$ cat config.mk
export PLATFORM = sky130hd
export DESIGN_NAME = micro_sequencer
export DESIGN_NICKNAME = d
export VERILOG_FILES = /design/src/rtl/micro_sequencer.sv
export SDC_FILE = /design/constraint.sdc
export NUM_CORES = 1
export LEC_CHECK = 0
export BUFFER_PORTS_ARGS = -buffer_cell sky130_fd_sc_hd__clkbuf_2
export CORE_ASPECT_RATIO = 1.5
export CORE_MARGIN = 2
export CORE_UTILIZATION = 33
export CTS_CLUSTER_DIAMETER = 100
export CTS_CLUSTER_SIZE = 16
export DETAILED_ROUTE_END_ITERATION = 8
export PLACE_DENSITY = 0.66
export SLEW_MARGIN = 25
export SYNTH_ARGS = -nofsm -noshare
export SYNTH_HDL_FRONTEND = slang
export SYNTH_SLANG_ARGS = --single-unit
$ cat constraint.sdc
create_clock -name clk -period 2.2 [get_ports clk]
set_input_delay 0.22 -clock clk [delete_from_list [all_inputs] [get_ports clk]]
set_output_delay 0.22 -clock clk [all_outputs]
set_load 0.01 [all_outputs]
$ cat src/rtl/micro_sequencer.sv
// Microprogrammed control unit for the multi-cycle MIPS datapath (microPC + internal microcode ROM).
// Define ILLEGAL_TRAP_EN to lock unknown opcodes in the TRAP microword until reset.
module micro_sequencer #(
  parameter int unsigned UPC_W    = 4,
  parameter int unsigned OPCODE_W = 6
) (
  input  logic                clk,
  input  logic                rst_n,
  input  logic                stall,
  input  logic [OPCODE_W-1:0] opcode,
  input  logic                zero,
  output logic                pc_write,
  output logic                ior,
  output logic                mem_read,
  output logic                mem_write,
  output logic                ir_write,
  output logic                mem_to_reg,
  output logic                reg_dst,
  output logic                reg_write,
  output logic                alu_src_a,
  output logic [1:0]          alu_src_b,
  output logic [1:0]          alu_op,
  output logic [1:0]          pc_source,
  output logic [UPC_W-1:0]    upc,
  output logic                illegal
);

  typedef enum logic [UPC_W-1:0] {
    S_FETCH   = UPC_W'(0),
    S_DECODE  = UPC_W'(1),
    S_MEMADR  = UPC_W'(2),
    S_MEMRD   = UPC_W'(3),
    S_MEMWB   = UPC_W'(4),
    S_MEMWR   = UPC_W'(5),
    S_EXEC    = UPC_W'(6),
    S_RCOMPL  = UPC_W'(7),
    S_BEQ     = UPC_W'(8),
    S_JUMP    = UPC_W'(9),
    S_BNE     = UPC_W'(10),
    S_ADDI_EX = UPC_W'(11),
    S_ADDI_WB = UPC_W'(12),
    S_TRAP    = UPC_W'(13)
  } state_t;

  typedef enum logic [1:0] {
    NXT_SEQ   = 2'b00,
    NXT_DISP1 = 2'b01,
    NXT_DISP2 = 2'b10,
    NXT_RET   = 2'b11
  } next_t;

  localparam logic [OPCODE_W-1:0] OP_RTYPE = OPCODE_W'(6'h00);
  localparam logic [OPCODE_W-1:0] OP_J     = OPCODE_W'(6'h02);
  localparam logic [OPCODE_W-1:0] OP_BEQ   = OPCODE_W'(6'h04);
  localparam logic [OPCODE_W-1:0] OP_BNE   = OPCODE_W'(6'h05);
  localparam logic [OPCODE_W-1:0] OP_ADDI  = OPCODE_W'(6'h08);
  localparam logic [OPCODE_W-1:0] OP_LW    = OPCODE_W'(6'h23);
  localparam logic [OPCODE_W-1:0] OP_SW    = OPCODE_W'(6'h2B);

  state_t           state;
  state_t           state_nxt;
  next_t            w_next;
  logic [UPC_W-1:0] upc_inc;

  logic       w_pc_write, w_beq, w_bne, w_ior, w_mem_read, w_mem_write, w_ir_write;
  logic       w_mem_to_reg, w_reg_dst, w_reg_write, w_alu_src_a, w_illegal;
  logic [1:0] w_alu_src_b, w_alu_op, w_pc_source;
  logic       pc_write_raw;

  // Microcode ROM: one control word per microPC value.
  always_comb begin
    w_pc_write   = 1'b0;
    w_beq        = 1'b0;
    w_bne        = 1'b0;
    w_ior        = 1'b0;
    w_mem_read   = 1'b0;
    w_mem_write  = 1'b0;
    w_ir_write   = 1'b0;
    w_mem_to_reg = 1'b0;
    w_reg_dst    = 1'b0;
    w_reg_write  = 1'b0;
    w_alu_src_a  = 1'b0;
    w_alu_src_b  = 2'b00;
    w_alu_op     = 2'b00;
    w_pc_source  = 2'b00;
    w_illegal    = 1'b0;
    w_next       = NXT_RET;
    case (state)
      S_FETCH: begin
        w_mem_read  = 1'b1;
        w_ir_write  = 1'b1;
        w_alu_src_b = 2'b01;
        w_pc_write  = 1'b1;
        w_next      = NXT_SEQ;
      end
      S_DECODE: begin
        w_alu_src_b = 2'b11;
        w_next      = NXT_DISP1;
      end
      S_MEMADR: begin
        w_alu_src_a = 1'b1;
        w_alu_src_b = 2'b10;
        w_next      = NXT_DISP2;
      end
      S_MEMRD: begin
        w_mem_read = 1'b1;
        w_ior      = 1'b1;
        w_next     = NXT_SEQ;
      end
      S_MEMWB: begin
        w_reg_write  = 1'b1;
        w_mem_to_reg = 1'b1;
      end
      S_MEMWR: begin
        w_mem_write = 1'b1;
        w_ior       = 1'b1;
      end
      S_EXEC: begin
        w_alu_src_a = 1'b1;
        w_alu_op    = 2'b10;
        w_next      = NXT_SEQ;
      end
      S_RCOMPL: begin
        w_reg_dst   = 1'b1;
        w_reg_write = 1'b1;
      end
      S_BEQ, S_BNE: begin
        w_alu_src_a = 1'b1;
        w_alu_op    = 2'b01;
        w_pc_source = 2'b01;
        w_beq       = (state == S_BEQ);
        w_bne       = (state == S_BNE);
      end
      S_JUMP: begin
        w_pc_write  = 1'b1;
        w_pc_source = 2'b10;
      end
      S_ADDI_EX: begin
        w_alu_src_a = 1'b1;
        w_alu_src_b = 2'b10;
        w_next      = NXT_SEQ;
      end
      S_ADDI_WB: begin
        w_reg_write = 1'b1;
      end
`ifdef ILLEGAL_TRAP_EN
      S_TRAP: begin
        w_illegal = 1'b1;
      end
`endif
      default: begin
        w_mem_read  = 1'b1;
        w_ir_write  = 1'b1;
        w_alu_src_b = 2'b01;
        w_pc_write  = 1'b1;
      end
    endcase
  end

  assign upc_inc = state + UPC_W'(1);

  always_comb begin
    state_nxt = S_FETCH;
    case (w_next)
      NXT_SEQ: state_nxt = state_t'(upc_inc);
      NXT_DISP1: begin
        case (opcode)
          OP_RTYPE:     state_nxt = S_EXEC;
          OP_LW, OP_SW: state_nxt = S_MEMADR;
          OP_BEQ:       state_nxt = S_BEQ;
          OP_BNE:       state_nxt = S_BNE;
          OP_J:         state_nxt = S_JUMP;
          OP_ADDI:      state_nxt = S_ADDI_EX;
`ifdef ILLEGAL_TRAP_EN
          default:      state_nxt = S_TRAP;
`else
          default:      state_nxt = S_FETCH;
`endif
        endcase
      end
      NXT_DISP2: begin
        case (opcode)
          OP_LW:   state_nxt = S_MEMRD;
          OP_SW:   state_nxt = S_MEMWR;
          default: state_nxt = S_FETCH;
        endcase
      end
      default: state_nxt = S_FETCH;
    endcase
`ifdef ILLEGAL_TRAP_EN
    // The 2-bit next field has no self-loop code, so the trap hold is wired here.
    if (state == S_TRAP) state_nxt = S_TRAP;
`endif
  end

  always_ff @(posedge clk or negedge rst_n) begin
    if (!rst_n)      state <= S_FETCH;
    else if (!stall) state <= state_nxt;
  end

  assign pc_write_raw = w_pc_write | (w_beq & zero) | (w_bne & ~zero);

  // Reset blanks every output; stall only masks the state-changing enables.
  always_comb begin
    pc_write   = 1'b0;
    ior        = 1'b0;
    mem_read   = 1'b0;
    mem_write  = 1'b0;
    ir_write   = 1'b0;
    mem_to_reg = 1'b0;
    reg_dst    = 1'b0;
    reg_write  = 1'b0;
    alu_src_a  = 1'b0;
    alu_src_b  = '0;
    alu_op     = '0;
    pc_source  = '0;
    upc        = '0;
    illegal    = 1'b0;
    if (rst_n) begin
      pc_write   = pc_write_raw & ~stall;
      ior        = w_ior;
      mem_read   = w_mem_read;
      mem_write  = w_mem_write & ~stall;
      ir_write   = w_ir_write & ~stall;
      mem_to_reg = w_mem_to_reg;
      reg_dst    = w_reg_dst;
      reg_write  = w_reg_write & ~stall;
      alu_src_a  = w_alu_src_a;
      alu_src_b  = w_alu_src_b;
      alu_op     = w_alu_op;
      pc_source  = w_pc_source;
      upc        = state;
      illegal    = w_illegal;
    end
  end

endmodule

==> flow_metrics.py <==
metrics = {
    "outcome": {
        "status": "completed",
    },
    "power": {
        "total_leakage_power_nw": 0.4654,
        "peakVddDrop_v": 0.0004121,
        "power_density_nw_per_um2": 841.5,
    },
    "synthesis": {
        "synth_nets": 131,
        "synth_cell_types": 41,
        "synth_seq_cells": 4,
        "yosys.area_share.xor_xnor_pct": 1.069,
        "synth-seq-area-share_pct": 12.21,
        "post_synth_mux_area_share_pct": 1.221,
        "mappedNetlistArea_sq_um": 819.5,
        "synth_simple_gate_area_share_pct": 35.27,
        "synth_area_in_compound_gates_pct": 33.13,
        "synthAdderAreaFrac_pct": 6.107,
        "synthesis.area_per_instance_sq_um": 7.005,
        "synth_top_family_by_area": "simple AND/OR/NAND/NOR gates",
        "synth_cells": 117,
        "yosys_warnings": 0,
    },
    "run": {
        "cap_viol_max_count": 0,
    },
    "clock_tree": {
        "clock_latency_late_sink_ns": 0.23,
        "clock_tree_from_tritoncts": "yes",
        "path_clk_slew_ns": 0.04,
        "cts_max_path_buffers": 2,
        "cts_buf_count": 3,
        "cts_root_buf": "clkbuf_4",
        "cts_max_level": 1,
        "clkSinkCount": 4,
    },
    "sta": {
        "worst_slew_margin_rel_pct": 61.02,
        "drv_slew": 0,
        "totalNegativeSetupSlack_ns": 0,
        "final_critical_path_setup_slack_ns": 0.1246,
        "post-route-min-period_ns": 2.075,
        "grt_setup_unrepaired": "false",
        "min_period_over_period_pct": 94.33,
        "hold_viol_final": 0,
        "max_freq_mhz": 481.8,
        "fin_skew_ns": 0.003274,
        "setup_viol_count_final": 0,
        "worstMarginPinSlew_ns": 0.5846,
    },
    "grt": {
        "largest_net_degree_at_the_start_of_global_routing": 21,
        "antenna_found_initial": 0,
        "total_global_routing_track_utilization_pct": 16.56,
        "grt_remaining_overflow": 0,
        "first_pass_grt_wire_length_microns": 3684,
        "grt_pass1_vias": 887,
    },
    "detailed_routing": {
        "post_detailed_route_drc_marker_count": 0,
        "drt-initial-drc-count": 29,
        "vias": 958,
        "drt_wl_total_microns": 2248,
        "route.detailed.wl_per_inst_microns": 13.62,
        "firstDrtPassIters": 4,
        "detail_route.vias_per_cell": 5.806,
        "antenna_violating_nets_post_route": 0,
    },
    "placement": {
        "dp_slack_ns": 0.1470,
        "placed_cell_area_sq_um": 944.7,
        "finalWeightedCongestion": 0.9188,
        "portBuffers": 28,
        "post-dp-hpwl_microns": 1726,
    },
    "floorplan": {
        "fp.dieH_microns": 65.04,
        "rows": 22,
        "placeableCoreArea_sq_um": 2395,
        "floorplan.die_area_sq_um": 2906,
        "top_level_ports": 30,
        "starting_density_of_the_core_pct": 34.22,
        "chipWidth_microns": 44.69,
    },
    "worst_setup_path": {
        "criticalPathCategory": "reg -> out",
        "critical-path-slowest-cell": "dfrtp_2",
        "crit_family": "flip-flops",
        "timing.critical_path.required_ns": 1.98,
        "critPathArrivalTime_ns": 1.86,
        "endpoint_kind": "output pin",
        "worst_path_cell_chain": "inv_1 > ha_2 > nor2_1 > a22oi_1 > a2bb2oi_2 > and3b_1 > clkbuf_2",
        "critical_path.max_stage_delay_ns": 0.44,
        "crit_fanout": 7,
        "buffers_and_inverters_on_the_worst_path": 2,
        "critPathLaunchType": "register",
    },
    "finish": {
        "largestRegisters": "state x4",
        "areaGrowthSynthToFinish_pct": 22.59,
        "post-route-cell-area_sq_um": 1005,
        "largest_register": "state",
        "drive_above_1_share_pct": 30.50,
        "num_antenna_cells": 0,
        "fin_nets": 157,
        "largest_register_ffs": 4,
    },
    "hold_path": {
        "hp-class": "in -> reg",
    },
}
==> final timing paths <==
path | slack [ns] | depth (start not counted) | to | from
max in group asynchronous | 1.54 | 2 | state[0] | rst_n
max | 0.12 | 7 | mem_read | state[0]
min reg2reg | 0.76 | 2 | state[1] | state[1]
max reg2reg | 0.26 | 7 | state[2] | state[0]
min in group asynchronous | 0.41 | 2 | state[2] | rst_n
min | 0.37 | 3 | state[2] | opcode[4]
==> metal layers <==
metal | track usage (%) | vias to the layer above | wire [microns]
met5 | 0 | - | 0
met4 | 7.197 | 0 | 23
met3 | 1.671 | 2 | 85
met2 | 28.99 | 25 | 1226
met1 | 19.43 | 452 | 912
li1 | - | 479 | -
==> cell usage after synthesis, drive strengths merged <==
cell,number,share of area [%]
o211a,3,3.7
o31ai,2,1.8
mux2i,1,1.2
or3,3,2.3
dfrtp,4,12
nand4b,1,1.1
a2bb2oi,1,1.1
a41oi,2,2.1
clkbuf,1,0.46
nor2b,3,2.3
nor2,12,5.8
or4b,1,1.7
a22oi,3,2.7
buf,9,6.9
xor2,1,1.1
a31oi,2,1.5
o21bai,2,1.8
a21oi,9,6.0
nand2b,4,3.1
ha,4,6.1
conb,1,0.46
inv,7,3.2
nand3,5,3.1
and2,5,3.8
o21a,2,1.8
nor3,3,1.8
and3,3,2.3
nand2,6,2.7
and3b,1,1.1
o31a,1,1.1
o2111ai,1,1.1
o22ai,1,0.76
o221ai,3,3.2
o21ai,4,2.4
nor3b,3,2.7
a32oi,1,2.0
nor4,2,1.5
==> power breakdown <==
group	switching (W)	internal, W
clock	0.0000272	0.0000608
sequential	0.0000551	0.0000938
combinational	0.000335	0.000273
total	0.000417	0.000428
==> tightest hold or removal path, delay by kind of cell <==
family | cells | cell delay [ns]
and+or+nand+nor | 1 | 0.14
AOI/OAI and AO/OA | 1 | 0.09
buffers and inverters | 1 | 0.10
==> cells in the final DEF (no fill, tap or decap), types with 3 or more instances in the layout <==
cell type / n
nor2_1: 11
o21ai_0: 4
nor3b_1: 3
a21oi_1: 8
nand2b_1: 4
clkbuf_2: 28
o221ai_1: 3
nand3_1: 5
dfrtp_1: 3
clkbuf_4: 3
or3_1: 3
and2_1: 5
nor3_1: 3
o211a_1: 3
nand2_1: 6
inv_1: 7
and3_1: 3
a22oi_1: 3
==> cell type report <==
| class | instances | area [sq um] |
|---|---|---|
| Clock buffer | 3 | 22.52 |
| Fill cell | 272 | 1390 |
| Inverter | 7 | 26.28 |
| Multi-Input combinational cell | 96 | 659.4 |
| Sequential cell | 4 | 101.3 |
| Tap cell | 24 | 30.03 |
| Timing Repair Buffer | 31 | 165.2 |
==> repair_timing <==
item                                    CTS  global route
resized for setup                         1             6
hold buffers                              1             0
buffers inserted                          0             0
endpoints found under the hold margin     4             0
pin swaps                                 0             0
endpoints found under the setup margin    2             4
==> through the flow <==
stage	util (%)	instances	total power [W]	hold WS, ns
finish	41.95	165	0.0008454	0.3654
global route	41.95	165	0.0009303	0.4023
CTS	40.91	165	0.0008146	0.3533
detailed placement	39.45	161	0.0007153	0.1178
global placement	39.45	161	0.0007035	0.1197
floorplan	-	117	0.0005777	-0.07559
==> logic make-up (layout without fill, tap and decap cells) <==
group | Yosys count | count (layout)
other | 1 | 1
AO/OA/AOI/OAI | 37 | 37
multiplexers | 1 | 1
AND/OR/NAND/NOR | 52 | 52
adder cells (fa/ha/maj) | 4 | 4
flip-flops | 4 | 4
XOR/XNOR | 1 | 1
buffers and inverters | 17 | 41
No activity file was read; power rests on OpenSTA's default activity.
